$ cat src/rtl/alu_seq_if.sv
// Request/response bundle between operand-read and writeback around alu_seq.
// slave is the ALU side; master is the issuing/consuming pipeline side.
interface alu_seq_if #(
    parameter int XLEN = 32
);
    logic            valid_i;
    logic            ready_o;
    logic [XLEN-1:0] operand_1_i;
    logic [XLEN-1:0] operand_2_i;
    logic [2:0]      funct3_i;
    logic [6:0]      funct7_i;
    logic            valid_o;
    logic            ready_i;
    logic [XLEN-1:0] result_o;
    logic            err_o;

    modport slave (
        input  valid_i, operand_1_i, operand_2_i, funct3_i, funct7_i, ready_i,
        output ready_o, valid_o, result_o, err_o
    );

    modport master (
        output valid_i, operand_1_i, operand_2_i, funct3_i, funct7_i, ready_i,
        input  ready_o, valid_o, result_o, err_o
    );
endinterface

$ cat src/rtl/alu_seq.sv
// RV32I reg-reg ALU with iterative shifter: 1 cycle for non-shifts, 1+ceil(shamt/SHIFT_STEP) for shifts.
// Result held in DONE until ready_i; ready_o drops while busy and re-asserts in DONE when ready_i allows back-to-back.
module alu_seq #(
    parameter int XLEN       = 32,
    parameter int SHIFT_STEP = 1
) (
    input  logic      clk_i,
    input  logic      rst_ni,
    alu_seq_if.slave  bus
);
    localparam int            SHW  = $clog2(XLEN);
    localparam logic [SHW:0]  STEP = (SHW+1)'(SHIFT_STEP);

    typedef enum logic [1:0] {IDLE, SHIFT, DONE} state_t;

    state_t          r_state, w_state_nxt;
    logic [XLEN-1:0] r_result, w_result_nxt;
    logic [XLEN-1:0] r_work, w_work_nxt;
    logic            r_err, w_err_nxt;
    logic [SHW-1:0]  r_rem, w_rem_nxt;
    logic            r_left, w_left_nxt;
    logic            r_arith, w_arith_nxt;

    logic            w_accept;
    logic            w_sub;
    logic            w_legal;
    logic            w_is_shift;
    logic [SHW-1:0]  w_shamt;
    logic [XLEN-1:0] w_alu_res;
    logic [SHW:0]    w_step;
    logic [XLEN-1:0] w_shifted;
    logic [SHW-1:0]  w_rem_dec;

    assign bus.ready_o  = (r_state == IDLE) || ((r_state == DONE) && bus.ready_i);
    assign bus.valid_o  = (r_state == DONE);
    assign bus.result_o = r_result;
    assign bus.err_o    = r_err;

    assign w_accept   = bus.valid_i && bus.ready_o;
    assign w_shamt    = bus.operand_2_i[SHW-1:0];
    assign w_sub      = (bus.funct7_i == 7'h20);
    assign w_legal    = (bus.funct7_i == 7'h00) ||
                        (w_sub && ((bus.funct3_i == 3'b000) || (bus.funct3_i == 3'b101)));
    assign w_is_shift = w_legal && ((bus.funct3_i == 3'b001) || (bus.funct3_i == 3'b101));

    // Shift entries here only cover shamt==0; non-zero shifts go through SHIFT.
    always_comb begin
        w_alu_res = '0;
        if (w_legal) begin
            case (bus.funct3_i)
                3'b000:  w_alu_res = w_sub ? (bus.operand_1_i - bus.operand_2_i)
                                           : (bus.operand_1_i + bus.operand_2_i);
                3'b010:  w_alu_res = {{(XLEN-1){1'b0}},
                                      ($signed(bus.operand_1_i) < $signed(bus.operand_2_i))};
                3'b011:  w_alu_res = {{(XLEN-1){1'b0}}, (bus.operand_1_i < bus.operand_2_i)};
                3'b100:  w_alu_res = bus.operand_1_i ^ bus.operand_2_i;
                3'b110:  w_alu_res = bus.operand_1_i | bus.operand_2_i;
                3'b111:  w_alu_res = bus.operand_1_i & bus.operand_2_i;
                default: w_alu_res = bus.operand_1_i;
            endcase
        end
    end

    assign w_step    = ({1'b0, r_rem} > STEP) ? STEP : {1'b0, r_rem};
    assign w_rem_dec = r_rem - w_step[SHW-1:0];

    always_comb begin
        if (r_left)
            w_shifted = r_work << w_step;
        else if (r_arith)
            w_shifted = $unsigned($signed(r_work) >>> w_step);
        else
            w_shifted = r_work >> w_step;
    end

    always_comb begin
        w_state_nxt  = r_state;
        w_result_nxt = r_result;
        w_err_nxt    = r_err;
        w_work_nxt   = r_work;
        w_rem_nxt    = r_rem;
        w_left_nxt   = r_left;
        w_arith_nxt  = r_arith;
        case (r_state)
            IDLE, DONE: begin
                if (w_accept) begin
                    if (w_is_shift && (w_shamt != '0)) begin
                        w_state_nxt = SHIFT;
                        w_work_nxt  = bus.operand_1_i;
                        w_rem_nxt   = w_shamt;
                        w_left_nxt  = (bus.funct3_i == 3'b001);
                        w_arith_nxt = w_sub;
                    end else begin
                        w_state_nxt  = DONE;
                        w_result_nxt = w_alu_res;
                        w_err_nxt    = ~w_legal;
                    end
                end else if (r_state == DONE && bus.ready_i) begin
                    w_state_nxt = IDLE;
                end
            end
            SHIFT: begin
                w_work_nxt = w_shifted;
                w_rem_nxt  = w_rem_dec;
                if (w_rem_dec == '0) begin
                    w_state_nxt  = DONE;
                    w_result_nxt = w_shifted;
                    w_err_nxt    = 1'b0;
                end
            end
            default: w_state_nxt = IDLE;
        endcase
    end

    always_ff @(posedge clk_i or negedge rst_ni) begin
        if (!rst_ni) begin
            r_state  <= IDLE;
            r_result <= '0;
            r_err    <= 1'b0;
            r_work   <= '0;
            r_rem    <= '0;
            r_left   <= 1'b0;
            r_arith  <= 1'b0;
        end else begin
            r_state  <= w_state_nxt;
            r_result <= w_result_nxt;
            r_err    <= w_err_nxt;
            r_work   <= w_work_nxt;
            r_rem    <= w_rem_nxt;
            r_left   <= w_left_nxt;
            r_arith  <= w_arith_nxt;
        end
    end
endmodule

$ cat src/flat_wrapper.sv
// flat-port wrapper written by rule: the top's interface ports become plain ports
module alu_seq_flat 
#(
    parameter int XLEN       = 32,
    parameter int SHIFT_STEP = 1
)
  (clk_i, rst_ni, bus_valid_i, bus_operand_1_i, bus_operand_2_i, bus_funct3_i, bus_funct7_i, bus_ready_i, bus_ready_o, bus_valid_o, bus_result_o, bus_err_o);
  alu_seq_if #(.XLEN(XLEN)) bus_i ();
  input  logic clk_i;
  input  logic rst_ni;
  input wire logic [$bits(bus_i.valid_i)-1:0] bus_valid_i;
  input wire logic [$bits(bus_i.operand_1_i)-1:0] bus_operand_1_i;
  input wire logic [$bits(bus_i.operand_2_i)-1:0] bus_operand_2_i;
  input wire logic [$bits(bus_i.funct3_i)-1:0] bus_funct3_i;
  input wire logic [$bits(bus_i.funct7_i)-1:0] bus_funct7_i;
  input wire logic [$bits(bus_i.ready_i)-1:0] bus_ready_i;
  output wire logic [$bits(bus_i.ready_o)-1:0] bus_ready_o;
  output wire logic [$bits(bus_i.valid_o)-1:0] bus_valid_o;
  output wire logic [$bits(bus_i.result_o)-1:0] bus_result_o;
  output wire logic [$bits(bus_i.err_o)-1:0] bus_err_o;
  assign bus_i.valid_i = bus_valid_i;
  assign bus_i.operand_1_i = bus_operand_1_i;
  assign bus_i.operand_2_i = bus_operand_2_i;
  assign bus_i.funct3_i = bus_funct3_i;
  assign bus_i.funct7_i = bus_funct7_i;
  assign bus_i.ready_i = bus_ready_i;
  assign bus_ready_o = bus_i.ready_o;
  assign bus_valid_o = bus_i.valid_o;
  assign bus_result_o = bus_i.result_o;
  assign bus_err_o = bus_i.err_o;
  alu_seq #(.XLEN(XLEN), .SHIFT_STEP(SHIFT_STEP)) u_core (.clk_i(clk_i), .rst_ni(rst_ni), .bus(bus_i));
endmodule
$ cat config.mk
export PLATFORM = sky130hd
export DESIGN_NAME = alu_seq_flat
export DESIGN_NICKNAME = d
export VERILOG_FILES = /design/src/rtl/alu_seq_if.sv /design/src/rtl/alu_seq.sv /design/src/flat_wrapper.sv
export SDC_FILE = /design/constraint.sdc
export NUM_CORES = 1
export LEC_CHECK = 0
export CORE_MARGIN = 2
export CORE_UTILIZATION = 35
export CTS_BUF_LIST = sky130_fd_sc_hd__clkbuf_8
export CTS_CLUSTER_SIZE = 25
export DETAILED_ROUTE_END_ITERATION = 6
export GPL_TIMING_DRIVEN = 0
export SLEW_MARGIN = 30
export SYNTH_ARGS = -nofsm -noshare
export SYNTH_HDL_FRONTEND = slang
export SYNTH_SLANG_ARGS = --single-unit
$ cat constraint.sdc
create_clock -name clk_i -period 3.5 [get_ports clk_i]
set_input_delay 0.525 -clock clk_i [delete_from_list [all_inputs] [get_ports clk_i]]
set_output_delay 0.525 -clock clk_i [all_outputs]
set_load 0.02 [all_outputs]
==> metrics.txt, run 1 <==
status=complete, no violations; WP buf/inv=4; grt total ovfl=0; Yosys reg bits=74; pwr dens=278 nW/µm²; Post-Synthesis Cells=1,295; cell taking the most area after synthesis=dfrtp_1; Synth warnings=0; post-synth net total=1,489; Die Area=28,200 µm²; ys flop type=dfrtp_1; HPWL Detailed=32.0 mm; flop2flop setup slack=230 ps; Critical Path AT=3720 ps; sequential area share after synthesis=19.7%; Clock Skew=9.37 ps; WS Path Type=in2reg; WHS Endpoint=u_core.r_arith; Least-Margin Pin Slew=1100 ps; Mean Syn Cell Area=7.25 µm²; top cell family by delay on the critical path=compound AO/OA/AOI/OAI gates; Yosys cell types=69; ANT nets after route=0; fill count=2,705; width of the die=168 µm; initial core utilization=35.8%; worst skew pair latency=370 ps; max-cap violations=0; WL per Instance=22.7 µm; leakage power total=4.89 nW; final core utilization=44.1%; Post-Syn Area=9390 µm²; final worst setup slack=86.7 ps; crit-path max FO=6; fin nets=1,617; largest net degree at the start of global routing=58; RSZ-0062 raised after global routing=true; drt pass-1 iters=7; FF-to-FF Start=u_core.r_rem[2]; Req. time, crit path=3810 ps; R2R cell count=10; CTS buffer count=9; CTS Buffer Depth=2; CTS tree=built; Final Wtd Congestion=0.972; peak supply drop=0.165 mV; HP Start=u_core.r_arith; Hold Slack=489 ps; FF-to-FF End=u_core.bus.result_o[14]; Slew Viols, Final=0; Vias/cell=5.99; CP dominant cell by count=o31ai_4; core box area=26,200 µm²; gr usage total=28.1%; final hold vios=0; # diodes=0; # IOs=113; top-count cell post-synth=a21oi_1; area added between synthesis and finish=23.0%; die height=168 µm; # H-tree levels=3; fin cells=1,763; max incr delay on CP=510 ps; setup violators final=0; Synth top cells by count=133 x a21oi_1, 130 x o21ai_0, 117 x nor2_1; relative slew slack=25.8%; top cells by area, synth=dfrtp_1 20%, ha_1 15%, a21oi_1 7.1%; Placed Cells=1,741; remaining routing DRC violations=0; CP max-delay cell=or4_1; Tcrit/Tclk final=97.5%; Startpoint Class=input pin; number of global-route vias before repair=9,942; Hold Path Class=reg2reg; post-synth top area share=19.7%; number of flops mapped to enable cells by yosys=0; first-pass GRT wire length=61.1 mm; Async SR Flop Fraction=100%; WL final=40.1 mm; CTS root buf=clkbuf_8; hold depth=2; Max Fclk=293 MHz; clock slew seen by the registers of the worst setup and hold paths=80 ps; Tmin final=3410 ps; via count=10,557; Num Clock Sinks=74; dpl ws=-877 ps; layout cell share with drive strength beyond 1=8.19%; worst path cell trace=clkdlybuf4s15_1 -> inv_1 -> ha_4 -> nor2_2 -> a211o_1 -> a221o_1 -> o31ai_4 -> buf_4 -> a211oi_4 -> buf_6 -> o31ai_4 -> a211oi_2 -> or4_1 -> nand3_1; initial antenna violation count=0; CP endpoint kind=flop; IO buf count=110; initial DRC count=1,011; TNS Setup=0 ps; Row Count=59
state kept, by name (all words and copies together) (netlist names):
signal and flops:
u_core.bus.result_o 32, u_core.r_rem 5, u_core.r_state 2, u_core.r_work 32, u_core.bus.err_o 1, u_core.r_left 1, u_core.r_arith 1
power by group:
part           internal [mW]  switching, mW  total (mW)
combinational          0.564          0.890        1.45
clock                  0.395          0.340       0.735
sequential             0.943         0.0842        1.03
total                   1.90           1.31        3.22
cell type report:
type	instances	area (µm²)	share of cell area, %
well taps	335	419	3.63
clock buffers	9	124	1.07
plain buffers	84	355	3.07
repair buffers	123	1230	10.6
inverters	107	402	3.48
multi-input cells	1024	7090	61.4
flip-flops and latches	74	1850	16.0
clock inverters	7	86.3	0.747
per-stage QoR:
stage	total power, mW	area, µm²
global route	3.38	11600
floorplan	1.81	9390
global placement	2.38	10900
detailed placement	2.39	10900
CTS	3.16	11400
finish	3.22	11600
placed cells by master, fill, tap and decap left out, drive strengths merged, types with 10 or more instances in the layout:
cell           instances
nor3                  30
a21oi                133
inv                  109
buf                   36
dlygate4sd2           12
clkdlybuf4s50         83
dfrtp                 74
nand3                 31
nand2                112
o311ai                10
a31oi                 19
nand4                 11
nor2                 118
dlymetal6s2s          10
a211oi                24
a221oi                11
o211ai                38
nor2b                 12
o21bai                12
nor4                  19
a21o                  15
o31ai                 12
xnor2                 17
ha                   114
clkbuf                72
o21ai                139
mux2i                 52
worst max path at each step:
stage / startpoint / end / slack [ps] / cells past startpoint
final: bus_operand_1_i[10] / u_core.bus.result_o[31] / 90 / 14
after global placement: bus_operand_1_i[5] / u_core.bus.result_o[24] / -880 / 13
after floorplan: bus_operand_2_i[5] / u_core.bus.result_o[24] / 490 / 12
after global routing: bus_operand_2_i[0] / u_core.bus.result_o[22] / -30 / 13
after detailed placement: bus_operand_1_i[0] / u_core.bus.result_o[0] / -880 / 13
after CTS: bus_operand_1_i[6] / u_core.bus.result_o[31] / -10 / 15
metal layers:
metal  GRT usage (%)  vias up  wire length [µm]
met5               0        -                 0
met4            8.54        0              1080
met3            3.22       69              3060
met2            43.5      510             17700
met1            41.0     5067             18200
li1                -     4911                 -
worst reg2reg max path, cell delays in order (launching register included):
cell and delay [ps]:
dfrtp_1 430, or3_1 420, or2_2 330, nand2_1 80, ha_1 210, nand3_1 210
o22ai_2 340, clkbuf_1 390, buf_1 530, nor2_1 100, a31oi_1 150
cell families (layout without fill, tap and decap cells):
group                    Yosys count  after routing  share of synthesized area [%]
XOR/XNOR                          20             20                           1.86
flip-flops                        74             74                           19.7
adder cells (fa/ha/maj)          116            116                           15.6
multiplexers                      56             56                           6.02
buffers and inverters            197            330                           8.15
AND/OR/NAND/NOR                  362            362                           17.4
AO/OA/AOI/OAI                    470            470                           31.3
what timing repair did:
action                                  4_1_cts  5_1_grt
endpoints found under the setup margin       22       30
pin swaps                                     6       18
hold buffers                                  1        0
setup buffers                                 4        7
resized for setup                            59       50
hold endpoints to repair                     17        0
Note: power is estimated with default switching activity, not from simulation.
==> inputs of run 2 (changes only) <==
--- a/config.mk
+++ b/config.mk
@@ -11,7 +11,7 @@
 export CTS_CLUSTER_SIZE = 25
 export DETAILED_ROUTE_END_ITERATION = 6
 export GPL_TIMING_DRIVEN = 0
-export SLEW_MARGIN = 30
+export SLEW_MARGIN = 20
 export SYNTH_ARGS = -nofsm -noshare
 export SYNTH_HDL_FRONTEND = slang
 export SYNTH_SLANG_ARGS = --single-unit
==> constraint.sdc (replaced) <==
create_clock -name clk_i -period 4.3 [get_ports clk_i]
set_input_delay 0.645 -clock clk_i [delete_from_list [all_inputs] [get_ports clk_i]]
set_output_delay 0.645 -clock clk_i [all_outputs]
set_load 0.02 [all_outputs]
==> run 2 against run 1 <==
Compared with the run above:
- global-route usage is 0.23 points lower
- clock skew is 3.7 ps higher
- first-iteration DRC count increased by 9.1%
- combinational power is 22% lower
- sequential power fell by 19%
- die area did not move
- design area is 3.2% lower
- critical path depth fell by 1
- via count fell by 0.95%
- wire length down 0.76%
- highest routed layer unchanged
==> metrics.txt, run 2 (synthesis gave the netlist of run 1 again) <==
cts hold-fix bufs=0; pwr dens=229 nW/µm²; core box area=26,200 µm²; layout cell share with drive strength beyond 1=4.08%; final hold vios=0; Clock Power Share=23.6%; CTS root buf=clkbuf_8; leakage power total=4.68 nW; grt total ovfl=0; Flop pwr share=32.5%; max incr delay on CP=630 ps; switching power=1.04 mW; via count=10,457; gr usage total=27.9%; worst path cell trace=clkdlybuf4s50_1 -> inv_1 -> ha_1 -> clkbuf_1 -> and2_1 -> a221o_1 -> nor3_2 -> o221ai_1 -> a31o_2 -> a311o_1 -> o21ai_1 -> mux2i_1 -> nand2_1; Critical Path AT=4300 ps; Total Power=2.57 mW; WL per Instance=22.6 µm; Num Clock Sinks=74; initial DRC count=1,103; die height=168 µm; Die Area=28,200 µm²; Vias/cell=5.95; Slew Viols, Final=0; WS Path Type=in2reg; number of global-route vias before repair=9,925; CP endpoint kind=flop; final core utilization=42.7%; crit-path max FO=9; Max Fclk=246 MHz; Tmin final=4060 ps; initial antenna violation count=1; top cell family by delay on the critical path=compound AO/OA/AOI/OAI gates; worst skew pair latency=370 ps; Startpoint Class=input pin; CTS Buffer Depth=2; first-pass GRT wire length=60.6 mm; most frequent cells in the layout=132 x a21oi_1, 130 x o21ai_0, 117 x nor2_1; status=complete, no violations; Row Count=59; CTS buffer count=9; CTS tree=built; Int Pwr=1.53 mW; HPWL Detailed=32.1 mm; Tcrit/Tclk final=94.4%; Clock Skew=13.0 ps; IO buf count=110; Hold Path Class=in2async; ANT nets after route=0; WP buf/inv=3; clock slew seen by the registers of the worst setup and hold paths=80 ps; relative slew slack=34.5%; width of the die=168 µm; Final Wtd Congestion=0.972; # IOs=113; Least-Margin Pin Slew=975 ps; cell area after layout=11,200 µm²; remaining routing DRC violations=0; # H-tree levels=3; Stages on worst setup path=13; R2R cell count=11; Req. time, crit path=4540 ps; initial core utilization=35.8%; drt pass-1 iters=6; area added between synthesis and finish=19.1%; switching share of power=40.5%; CP max-delay cell=clkdlybuf4s50_1; peak supply drop=0.135 mV; WL final=39.8 mm; fin nets=1,611; combinational share of power=43.8%; max-cap violations=0; Area after DPL=10,900 µm²; # diodes=0; RSZ-0062 raised after global routing=false; most common cell after layout, fill and taps aside=a21oi_1; setup violators final=0; largest net degree at the start of global routing=47; Hold Slack=285 ps
run 2: layout make-up:
class | instances | area (µm²)
plain buffers | 90 | 365
clock buffers | 13 | 179
clock inverters | 3 | 43.8
fillers | 2744 | 15000
inverters | 107 | 402
multi-input cells | 1024 | 6810
flip-flops and latches | 74 | 1850
well taps | 335 | 419
repair buffers | 111 | 1120
run 2: worst register-to-register path: stages, from the launching register on:
cell and delay, ps:
dfrtp_1 430, or3_1 420, or2_2 330, nand2_1 80
ha_1 210, nand3_1 190, o22ai_1 500, nand2_1 370
clkbuf_1 360, nor3_1 400, nor2_1 70, nand2_1 70
run 2: worst paths after layout:
kind	startpoint	slack, ps	end
max in group asynchronous	rst_ni	3420	u_core.r_work[20]
min in group clk_i	u_core.r_arith	500	u_core.r_arith
worst max register to register	u_core.r_rem[2]	790	u_core.bus.result_o[24]
worst max-delay path	bus_operand_1_i[5]	240	u_core.bus.result_o[24]
worst min register to register	u_core.r_arith	500	u_core.r_arith
worst min-delay path	rst_ni	280	u_core.r_rem[3]
run 2: repair_timing:
action / in CTS / in global routing
setup buffers: 0 / 0
resized for setup: 0 / 6
setup endpoints to repair: 0 / 7
run 2: power groups by stage:
stage | clock network [mW] | logic, mW | registers [mW]
2_1_floorplan | 0 | 0.602 | 0.874
3_3_place_gp | 0 | 1.09 | 0.847
3_5_place_dp | 0 | 1.09 | 0.847
4_1_cts | 0.610 | 1.10 | 0.834
5_1_grt | 0.635 | 1.22 | 0.844
6_report | 0.606 | 1.13 | 0.836
run 2: metrics by stage:
step / std cells / setup TNS, ps / setup WS [ps]
after floorplan: 1295 / 0 / 1170
after global placement: 1740 / -14860 / -197
after detailed placement: 1741 / -984 / -192
after CTS: 1757 / 0 / 174
after global routing: 1757 / 0 / 48.0
final: 1757 / 0 / 242
run 2: routing by layer:
layer | GRT usage (%) | vias to the layer above | wire (µm)
met5 | 0 | - | 0
met4 | 10.1 | 0 | 1360
met3 | 4.70 | 80 | 3520
met2 | 42.6 | 499 | 17200
met1 | 39.5 | 4978 | 17700
li1 | - | 4900 | -
